$ cat config.mk
export PLATFORM = sky130hd
export DESIGN_NAME = counter_bus_slave_flat
export DESIGN_NICKNAME = d
export VERILOG_FILES = /design/src/rtl/counter_bus_slave_if.sv /design/src/rtl/counter_bus_slave.sv /design/src/flat_wrapper.sv
export SDC_FILE = /design/constraint.sdc
export NUM_CORES = 1
export LEC_CHECK = 0
export ABC_AREA = 1
export CAP_MARGIN = 20
export CORE_MARGIN = 1
export CORE_UTILIZATION = 41
export CTS_BUF_LIST = sky130_fd_sc_hd__clkbuf_4 sky130_fd_sc_hd__clkbuf_8 sky130_fd_sc_hd__clkbuf_16
export CTS_CLUSTER_SIZE = 30
export DETAILED_ROUTE_END_ITERATION = 10
export PLACE_DENSITY = 0.87
export REMOVE_ABC_BUFFERS = 1
export SETUP_SLACK_MARGIN = 0.3
export SLEW_MARGIN = 20
export SYNTH_ARGS = -nofsm -noshare
export SYNTH_HDL_FRONTEND = slang
export SYNTH_SLANG_ARGS = --single-unit
$ cat constraint.sdc
create_clock -name clk -period 4.3 [get_ports clk]
set_clock_uncertainty 0.2 [all_clocks]
set_input_delay 0.86 -clock clk [delete_from_list [all_inputs] [get_ports clk]]
set_output_delay 0.86 -clock clk [all_outputs]
set_load 0.03 [all_outputs]
$ cat src/rtl/counter_bus_slave_if.sv
// Register-side bus between a wait-state/read-valid master and the
// counter bus slave.
//
// Handshake: a request (read or write) is accepted in a cycle where it is
// asserted and waitrequest is 0. While waitrequest is 1 the master holds the
// request unchanged. A write completes in its accept cycle. An accepted read
// is answered by exactly one readdatavalid pulse carrying readdata.
interface counter_bus_slave_if;
  logic [1:0]  address;
  logic        write;
  logic        read;
  logic [31:0] writedata;
  logic [3:0]  byteenable;
  logic        waitrequest;
  logic [31:0] readdata;
  logic        readdatavalid;

  modport slave (
    input  address, write, read, writedata, byteenable,
    output waitrequest, readdata, readdatavalid
  );

  modport master (
    output address, write, read, writedata, byteenable,
    input  waitrequest, readdata, readdatavalid
  );
endinterface

$ cat src/rtl/counter_bus_slave.sv
// Bus responder for the counter peripheral core. Decodes the 2-bit word
// address, produces the core's write/read strobes and write data, returns
// read data after a fixed latency and latches the core interrupt pulse into
// a sticky write-1-to-clear pending flag with an overrun flag.
//
// Register map: 0 COUNTER (RW), 1 CONFIG (bit0 En, bit1 Dir, bit2 Ire),
// 2 STATUS (bit0 LT1000 RO, bit1 pending W1C, bit2 overrun W1C), 3 ID (RO).
module counter_bus_slave #(
  parameter int unsigned READ_LATENCY = 2,
  parameter logic [31:0] DEVICE_ID    = 32'hC0DE_0001
) (
  input  logic                      clk,
  input  logic                      reset,
  counter_bus_slave_if.slave        bus,
  output logic [31:0]               counterIn,
  output logic                      counterEnIn,
  output logic                      counterDirIn,
  output logic                      counterIreIn,
  output logic                      counterWe,
  output logic                      counterRe,
  output logic                      counterConfigWe,
  output logic                      counterConfigRe,
  output logic                      counterStatusRe,
  input  logic [31:0]               counterOut,
  input  logic                      counterEnOut,
  input  logic                      counterDirOut,
  input  logic                      counterIreOut,
  input  logic                      counterLT1000Out,
  input  logic                      counterIrqOut,
  output logic                      irq,
  output logic [1:0]                state_dbg
);

  typedef enum logic [1:0] {
    IDLE    = 2'd0,
    RD_WAIT = 2'd1,
    RD_RESP = 2'd2
  } state_t;

  localparam logic [1:0] A_COUNTER = 2'd0;
  localparam logic [1:0] A_CONFIG  = 2'd1;
  localparam logic [1:0] A_STATUS  = 2'd2;
  localparam logic [2:0] LAT_LOAD  = 3'(READ_LATENCY - 1);

  state_t      state, state_next;
  logic [2:0]  lat_cnt, lat_cnt_next;
  logic [1:0]  rd_addr, rd_addr_next;
  logic [31:0] rd_mux;
  logic [31:0] be_mask;
  logic        pending, overrun;
  logic        clr_pending, clr_overrun;
  logic        wr_acc, rd_acc;

  // A write wins over a simultaneous read; nothing is accepted outside IDLE.
  assign wr_acc = (state == IDLE) && bus.write;
  assign rd_acc = (state == IDLE) && bus.read && !bus.write;

  assign bus.waitrequest   = (state != IDLE);
  assign bus.readdatavalid = (state == RD_RESP);
  assign irq               = pending;
  assign state_dbg         = state;

  assign be_mask = {{8{bus.byteenable[3]}}, {8{bus.byteenable[2]}},
                    {8{bus.byteenable[1]}}, {8{bus.byteenable[0]}}};

  // State, latency counter and latched read address.
  always_ff @(posedge clk or posedge reset) begin
    if (reset) begin
      state   <= IDLE;
      lat_cnt <= 3'd0;
      rd_addr <= 2'd0;
    end else begin
      state   <= state_next;
      lat_cnt <= lat_cnt_next;
      rd_addr <= rd_addr_next;
    end
  end

  // Next-state decode plus combinational strobes and write data in the accept cycle.
  always_comb begin
    state_next      = state;
    lat_cnt_next    = lat_cnt;
    rd_addr_next    = rd_addr;
    counterIn       = 32'd0;
    counterEnIn     = 1'b0;
    counterDirIn    = 1'b0;
    counterIreIn    = 1'b0;
    counterWe       = 1'b0;
    counterRe       = 1'b0;
    counterConfigWe = 1'b0;
    counterConfigRe = 1'b0;
    counterStatusRe = 1'b0;
    clr_pending     = 1'b0;
    clr_overrun     = 1'b0;
    case (state)
      IDLE: begin
        if (wr_acc) begin
          case (bus.address)
            A_COUNTER: begin
              counterWe = 1'b1;
              counterIn = (bus.writedata & be_mask) | (counterOut & ~be_mask);
            end
            A_CONFIG: begin
              counterConfigWe = bus.byteenable[0];
              counterEnIn     = bus.writedata[0];
              counterDirIn    = bus.writedata[1];
              counterIreIn    = bus.writedata[2];
            end
            A_STATUS: begin
              clr_pending = bus.byteenable[0] && bus.writedata[1];
              clr_overrun = bus.byteenable[0] && bus.writedata[2];
            end
            default: ;
          endcase
        end else if (rd_acc) begin
          counterRe       = (bus.address == A_COUNTER);
          counterConfigRe = (bus.address == A_CONFIG);
          counterStatusRe = (bus.address == A_STATUS);
          rd_addr_next    = bus.address;
          lat_cnt_next    = LAT_LOAD;
          state_next      = (READ_LATENCY == 1) ? RD_RESP : RD_WAIT;
        end
      end
      RD_WAIT: begin
        lat_cnt_next = lat_cnt - 3'd1;
        if (lat_cnt <= 3'd1) state_next = RD_RESP;
      end
      RD_RESP: state_next = IDLE;
      default: state_next = IDLE;
    endcase
  end

  // Read data source selected by the address the response will carry.
  always_comb begin
    rd_mux = 32'd0;
    case (rd_addr_next)
      A_COUNTER: rd_mux = counterOut;
      A_CONFIG:  rd_mux = {29'd0, counterIreOut, counterDirOut, counterEnOut};
      A_STATUS:  rd_mux = {29'd0, overrun, pending, counterLT1000Out};
      default:   rd_mux = DEVICE_ID;
    endcase
  end

  // Capture read data on the edge that enters RD_RESP.
  always_ff @(posedge clk or posedge reset) begin
    if (reset) begin
      bus.readdata <= 32'd0;
    end else if (state_next == RD_RESP && state != RD_RESP) begin
      bus.readdata <= rd_mux;
    end
  end

  // Sticky interrupt flags; a set in the same cycle as a clear wins.
  always_ff @(posedge clk or posedge reset) begin
    if (reset) begin
      pending <= 1'b0;
      overrun <= 1'b0;
    end else begin
      if (counterIrqOut)    pending <= 1'b1;
      else if (clr_pending) pending <= 1'b0;
      if (counterIrqOut && pending) overrun <= 1'b1;
      else if (clr_overrun)         overrun <= 1'b0;
    end
  end

endmodule

$ cat src/flat_wrapper.sv
// flat-port wrapper written by rule: the top's interface ports become plain ports
module counter_bus_slave_flat 
#(
  parameter int unsigned READ_LATENCY = 2,
  parameter logic [31:0] DEVICE_ID    = 32'hC0DE_0001
)
  (clk, reset, counterIn, counterEnIn, counterDirIn, counterIreIn, counterWe, counterRe, counterConfigWe, counterConfigRe, counterStatusRe, counterOut, counterEnOut, counterDirOut, counterIreOut, counterLT1000Out, counterIrqOut, irq, state_dbg, bus_address, bus_write, bus_read, bus_writedata, bus_byteenable, bus_waitrequest, bus_readdata, bus_readdatavalid);
  counter_bus_slave_if bus_i ();
  input  logic clk;
  input  logic reset;
  output logic [31:0] counterIn;
  output logic counterEnIn;
  output logic counterDirIn;
  output logic counterIreIn;
  output logic counterWe;
  output logic counterRe;
  output logic counterConfigWe;
  output logic counterConfigRe;
  output logic counterStatusRe;
  input  logic [31:0] counterOut;
  input  logic counterEnOut;
  input  logic counterDirOut;
  input  logic counterIreOut;
  input  logic counterLT1000Out;
  input  logic counterIrqOut;
  output logic irq;
  output logic [1:0] state_dbg;
  input wire logic [$bits(bus_i.address)-1:0] bus_address;
  input wire logic [$bits(bus_i.write)-1:0] bus_write;
  input wire logic [$bits(bus_i.read)-1:0] bus_read;
  input wire logic [$bits(bus_i.writedata)-1:0] bus_writedata;
  input wire logic [$bits(bus_i.byteenable)-1:0] bus_byteenable;
  output wire logic [$bits(bus_i.waitrequest)-1:0] bus_waitrequest;
  output wire logic [$bits(bus_i.readdata)-1:0] bus_readdata;
  output wire logic [$bits(bus_i.readdatavalid)-1:0] bus_readdatavalid;
  assign bus_i.address = bus_address;
  assign bus_i.write = bus_write;
  assign bus_i.read = bus_read;
  assign bus_i.writedata = bus_writedata;
  assign bus_i.byteenable = bus_byteenable;
  assign bus_waitrequest = bus_i.waitrequest;
  assign bus_readdata = bus_i.readdata;
  assign bus_readdatavalid = bus_i.readdatavalid;
  counter_bus_slave #(.READ_LATENCY(READ_LATENCY), .DEVICE_ID(DEVICE_ID)) u_core (.clk(clk), .reset(reset), .bus(bus_i), .counterIn(counterIn), .counterEnIn(counterEnIn), .counterDirIn(counterDirIn), .counterIreIn(counterIreIn), .counterWe(counterWe), .counterRe(counterRe), .counterConfigWe(counterConfigWe), .counterConfigRe(counterConfigRe), .counterStatusRe(counterStatusRe), .counterOut(counterOut), .counterEnOut(counterEnOut), .counterDirOut(counterDirOut), .counterIreOut(counterIreOut), .counterLT1000Out(counterLT1000Out), .counterIrqOut(counterIrqOut), .irq(irq), .state_dbg(state_dbg));
endmodule
Word-level counts from Yosys, hierarchy flattened --
Index checks and enable logic that the tools add are counted.
Cells by class: bitwise logic cells 4, order comparisons 1, equal/unequal tests 10, add/subtract/negate cells 1, mux-type cells 48, reduce and logical (&&, ||, !) cells 16
Operator list (number):
- 32-bit two-way mux | 3
- 32-bit case mux with 3 select lines | 1
- 32-bit AND | 2
- 1-bit two-way mux | 34
- 32-bit inverter | 1
- 32-bit bitwise OR | 1
- 2-bit two-way mux | 6
- 2-bit equality test (second input constant) | 4
- 2-bit nonzero test | 4
- 1-bit logical AND | 7
- 2-bit by 1-bit equality test with 1-bit output (second input constant) | 3
- 2-bit zero test | 3
- 3-bit two-way mux | 2
- 3-bit case mux with 2 select lines | 1
- 2-bit != test (second input constant) | 2
- 2-bit case mux with 2 select lines | 1
- 3-bit by 1-bit less-or-equal comparator with 1-bit output (second input constant) | 1
- 3-bit AND reduction | 1
- 3-bit by 1-bit subtractor with 3-bit output (second input constant) | 1
- 2-bit by 1-bit != test with 1-bit output (second input constant) | 1
- 1-bit zero test | 1
Storage, ports and cells: register bits after elaboration 41, word-level logic and storage cells 86, input port bits 79, output and inout port bits 77

Depth between registers and ports, before layout --
Gate-level depths: netlist (run 1).
depth after elaboration 8, depth in mapped cells 13, mapped depth without buffers 13

Least setup slack after synthesis (run 1) --
No wires, ideal clock.
path kind in2out, start input bus_byteenable[0], end output counterConfigWe, buffers on the path 1, stages on the path 3, arrival time 1.936 ns, data required time 3.240 ns, setup slack 1.304 ns, cells stage by stage buf_2 clkinv_1 nor3_1
On the way: longest elaborated chain between the ends 3
Ends and longest elaborated chain:
- from (decl) | RTL line flat_wrapper.sv:32 | input wire logic [$bits(bus_i.byteenable)-1:0] bus_byteenable;
- 1-bit two-way mux | RTL line counter_bus_slave.sv:98 | case (bus.address)
- 1-bit two-way mux | RTL line counter_bus_slave.sv:97 | if (wr_acc) begin
- 1-bit two-way mux | RTL line counter_bus_slave.sv:95 | case (state)
- to (decl) | RTL line flat_wrapper.sv:17 | output logic counterConfigWe;
No other way between the ends.

Worst setup path in the final report (run 1) --
start input bus_address[0], end output counterIn[27]
On the way: longest elaborated chain between the ends 4
Ends and longest elaborated chain:
- from (decl) | RTL line flat_wrapper.sv:28 | input wire logic [$bits(bus_i.address)-1:0] bus_address;
- 2-bit zero test | RTL line counter_bus_slave.sv:98
- 32-bit two-way mux | RTL line counter_bus_slave.sv:98
- 32-bit two-way mux | RTL line counter_bus_slave.sv:97
- 32-bit two-way mux | RTL line counter_bus_slave.sv:95
- to (decl) | RTL line flat_wrapper.sv:11 | output logic [31:0] counterIn;
No other way between the ends.

==> results of run 1 <==
## synthesized netlist by cell type
cell type and n:
nand2_4 1, nand3b_1 21, clkbuf_1 2, buf_2 8
dfrtp_1 41, nand2_1 163, clkinv_1 1, nand2_2 3
nand3_1 14, inv_2 2, nor3_1 1, a21oi_1 35
buf_1 1, buf_4 2, ha_1 6, o21ai_0 17
buf_6 6, inv_1 31, nor2_2 1, nor2_1 28
## worst paths after layout
check / startpoint / cells after the start / endpoint
min: u_core.bus.readdata[19] / 2 / u_core.bus.readdata[19]
min reg2reg: u_core.bus.readdata[19] / 2 / u_core.bus.readdata[19]
max reg2reg: u_core.state_dbg[1] / 11 / u_core.bus.readdata[23]
max: bus_address[0] / 5 / counterIn[27]
max in group asynchronous: reset / 2 / u_core.bus.readdata[4]
min in group asynchronous: reset / 2 / u_core.bus.readdata[13]
## repair_timing
action                                  4_1_cts  5_1_grt
endpoints found under the setup margin        0       14
resized for setup                             0        1
hold endpoints to repair                      0        0
setup buffers                                 0        0
## kinds of logic (layout without fill, tap and decap cells)
logic type / Yosys count / in the layout / synth area share
AO/OA/AOI/OAI: 52 / 52 / 0.0998
adder cells (fa/ha/maj): 6 / 6 / 0.0288
buffers and inverters: 53 / 199 / 0.100
flip-flops: 41 / 41 / 0.393
AND/OR/NAND/NOR: 232 / 232 / 0.378
## registers in the layout, summed over array words and instances (netlist names)
signal               cells
u_core.lat_cnt           3
u_core.bus.readdata     32
u_core.irq               1
u_core.rd_addr           2
u_core.overrun           1
u_core.state_dbg         2
## worst max-delay path: stages
cell and delay [ns]:
clkdlybuf4s50_1 0.48, nor2_1 0.21, nand2_4 0.23, a21oi_1 0.21, clkdlybuf4s50_1 0.70
## power by group through the flow
stage	registers (uW)	clock network, uW	logic (uW)
4_1_cts	598	277	1330
3_3_place_gp	600	0	1300
2_1_floorplan	817	0	575
6_report	598	267	1320
5_1_grt	615	288	1450
3_5_place_dp	604	0	1330
## routing by layer
layer,up-vias,track usage,share of wire
li1,1499,-,-
met1,1343,0.263,0.41
met2,113,0.427,0.51
met3,8,0.0344,0.065
met4,0,0.0702,0.011
met5,-,0,0
## metrics by stage
step / worst slack [ns] / area, um^2 / total power [uW] / util / cells
2_1_floorplan: 1.42 / 2470 / 1390 / - / 365
3_3_place_gp: 0.416 / 4140 / 1900 / 0.686 / 597
3_5_place_dp: 0.364 / 4140 / 1930 / 0.686 / 597
4_1_cts: 0.348 / 4240 / 2210 / 0.703 / 605
5_1_grt: 0.423 / 4240 / 2350 / 0.704 / 605
6_report: 0.530 / 4240 / 2190 / 0.704 / 605
## cell type report
| class | instances | area, um^2 |
|---|---|---|
| Timing Repair Buffer | 157 | 1570 |
| Fill cell | 502 | 1780 |
| Inverter | 34 | 128 |
| Sequential cell | 41 | 1030 |
| Tap cell | 75 | 93.8 |
| Clock inverter | 1 | 5.00 |
| Clock buffer | 7 | 96.3 |
| Multi-Input combinational cell | 290 | 1330 |
==> results.tsv, run 1 <==
stage	metric	value	unit
run_status	run status	finished clean	
yosys	count of different cell masters after synthesis	20	
worst_setup_path	Crit Path Class	primary input to output pin	
yosys	register area share after synthesis	0.393	
worst_setup_path	Crit Path Max Fanout	33	
finish	layout cell share with drive strength beyond 1	0.0340	
drt	total wire length	7.75	mm
flow_run	Max-cap violations	0	
global_route	grt ovf	0	
clocking	Sink Count	41	
finish	most frequent cells in the layout	nand2_1, clkdlybuf4s50_1, dfrtp_1, a21oi_1, inv_1	
yosys	ranking of synthesized cells by area	dfrtp_1, nand2_1, a21oi_1	
finish	Area Overhead vs Synth	62.6	%
timing	Fin Hold WS	0.271	ns
worst_setup_path	R2R Setup Slk	1.67	ns
yosys	Ys Warns	0	
pwr	sw frac	0.474	
worst_setup_path	CP Capture Type	output pin	
clocking	Hold-fix buffers, CTS	0	
floorplanning	CORE AREA	0.00603	mm^2
floorplanning	initial core utilization	0.433	
floorplanning	chip width	81.8	um
finish	commonest non-fill, non-tap cell in the layout	nand2_1	
clocking	H-Tree Level Count	2	
worst_setup_path	Worst Path Required	3.24	ns
yosys	cell taking the most area after synthesis	dfrtp_1	
floorplanning	Die Footprint	0.00669	mm^2
place	I/O Buffers	155	
clocking	TritonCTS clock tree	done	
timing	crit share post-route	0.877	
finish	antenna cells	0	
yosys	Netlist Area Pre-Place	0.00261	mm^2
timing	Fmax	265	MHz
timing	Least-Margin Pin Slew	0.858	ns
drt	Vias	2963	
global_route	vias in the first global route	2690	
worst_setup_path	CP startpoint kind	primary input	
timing	final hold violations	0	
pwr	Pint	1150	uW
floorplanning	Die Y	81.8	um
timing	RSZ-0062 raised after global routing	no	
timing	minimum clock period	3.77	ns
drt	DRC viols	0	
hold_path	Hold Crit Class	register to register	
global_route	largest net degree at the start of global routing	42	
pwr	Seq pwr share	0.274	
yosys	Yosys top cell area share	0.393	
yosys	Mapped Cells	384	
timing	final setup TNS	0	ns
global_route	initial antenna violation count	0	
clocking	Num CTS Buffers	5	
pwr	Clock power frac	0.122	
floorplanning	Site Rows	28	
pwr	Peak VDD IR	0.000293	V
global_route	first-pass GRT wire length	11.8	mm
timing	final setup fails	0	
clocking	worst skew pair latency	0.28	ns
pwr	PD cells	516	mW/mm^2
yosys	flops & latches, synth	41	
pwr	P_leak	0.00200	uW
drt	Routed WL per cell	12.8	um
clocking	Root Buffer	clkbuf_8	
finish	final net count	614	
pwr	net load switching power	1040	uW
worst_setup_path	critical path arrival	2.71	ns
pwr	Logic pwr share	0.604	
drt	starting DRC count in detailed routing	115	
clocking	clk slew on worst S/H paths	0.07	ns
drt	vias per cell	4.90	
timing	fin. max-slew vios	0	
clocking	Max clock buf depth	2	
timing	Max-slew headroom	0.427	
floorplanning	# IOs	156	
drt	DRT antenna net count	0	
place	dpl hpwl	5.93	mm
place	RD Place Congestion	0.899	
drt	DR pass1 iterations	5	
global_route	gr usage total	0.228	
yosys	Avg Cell Area, Syn	6.79	um^2
Note: power is estimated with default switching activity, not from simulation.
==> run 2, diff against run 1 <==
--- a/config.mk
+++ b/config.mk
@@ -19,3 +19,4 @@
 export SYNTH_ARGS = -nofsm -noshare
 export SYNTH_HDL_FRONTEND = slang
 export SYNTH_SLANG_ARGS = --single-unit
+export TNS_END_PERCENT = 10
==> results of run 2 <==
Same layout as run 1: the final DEF is identical, and so are final timing and power.
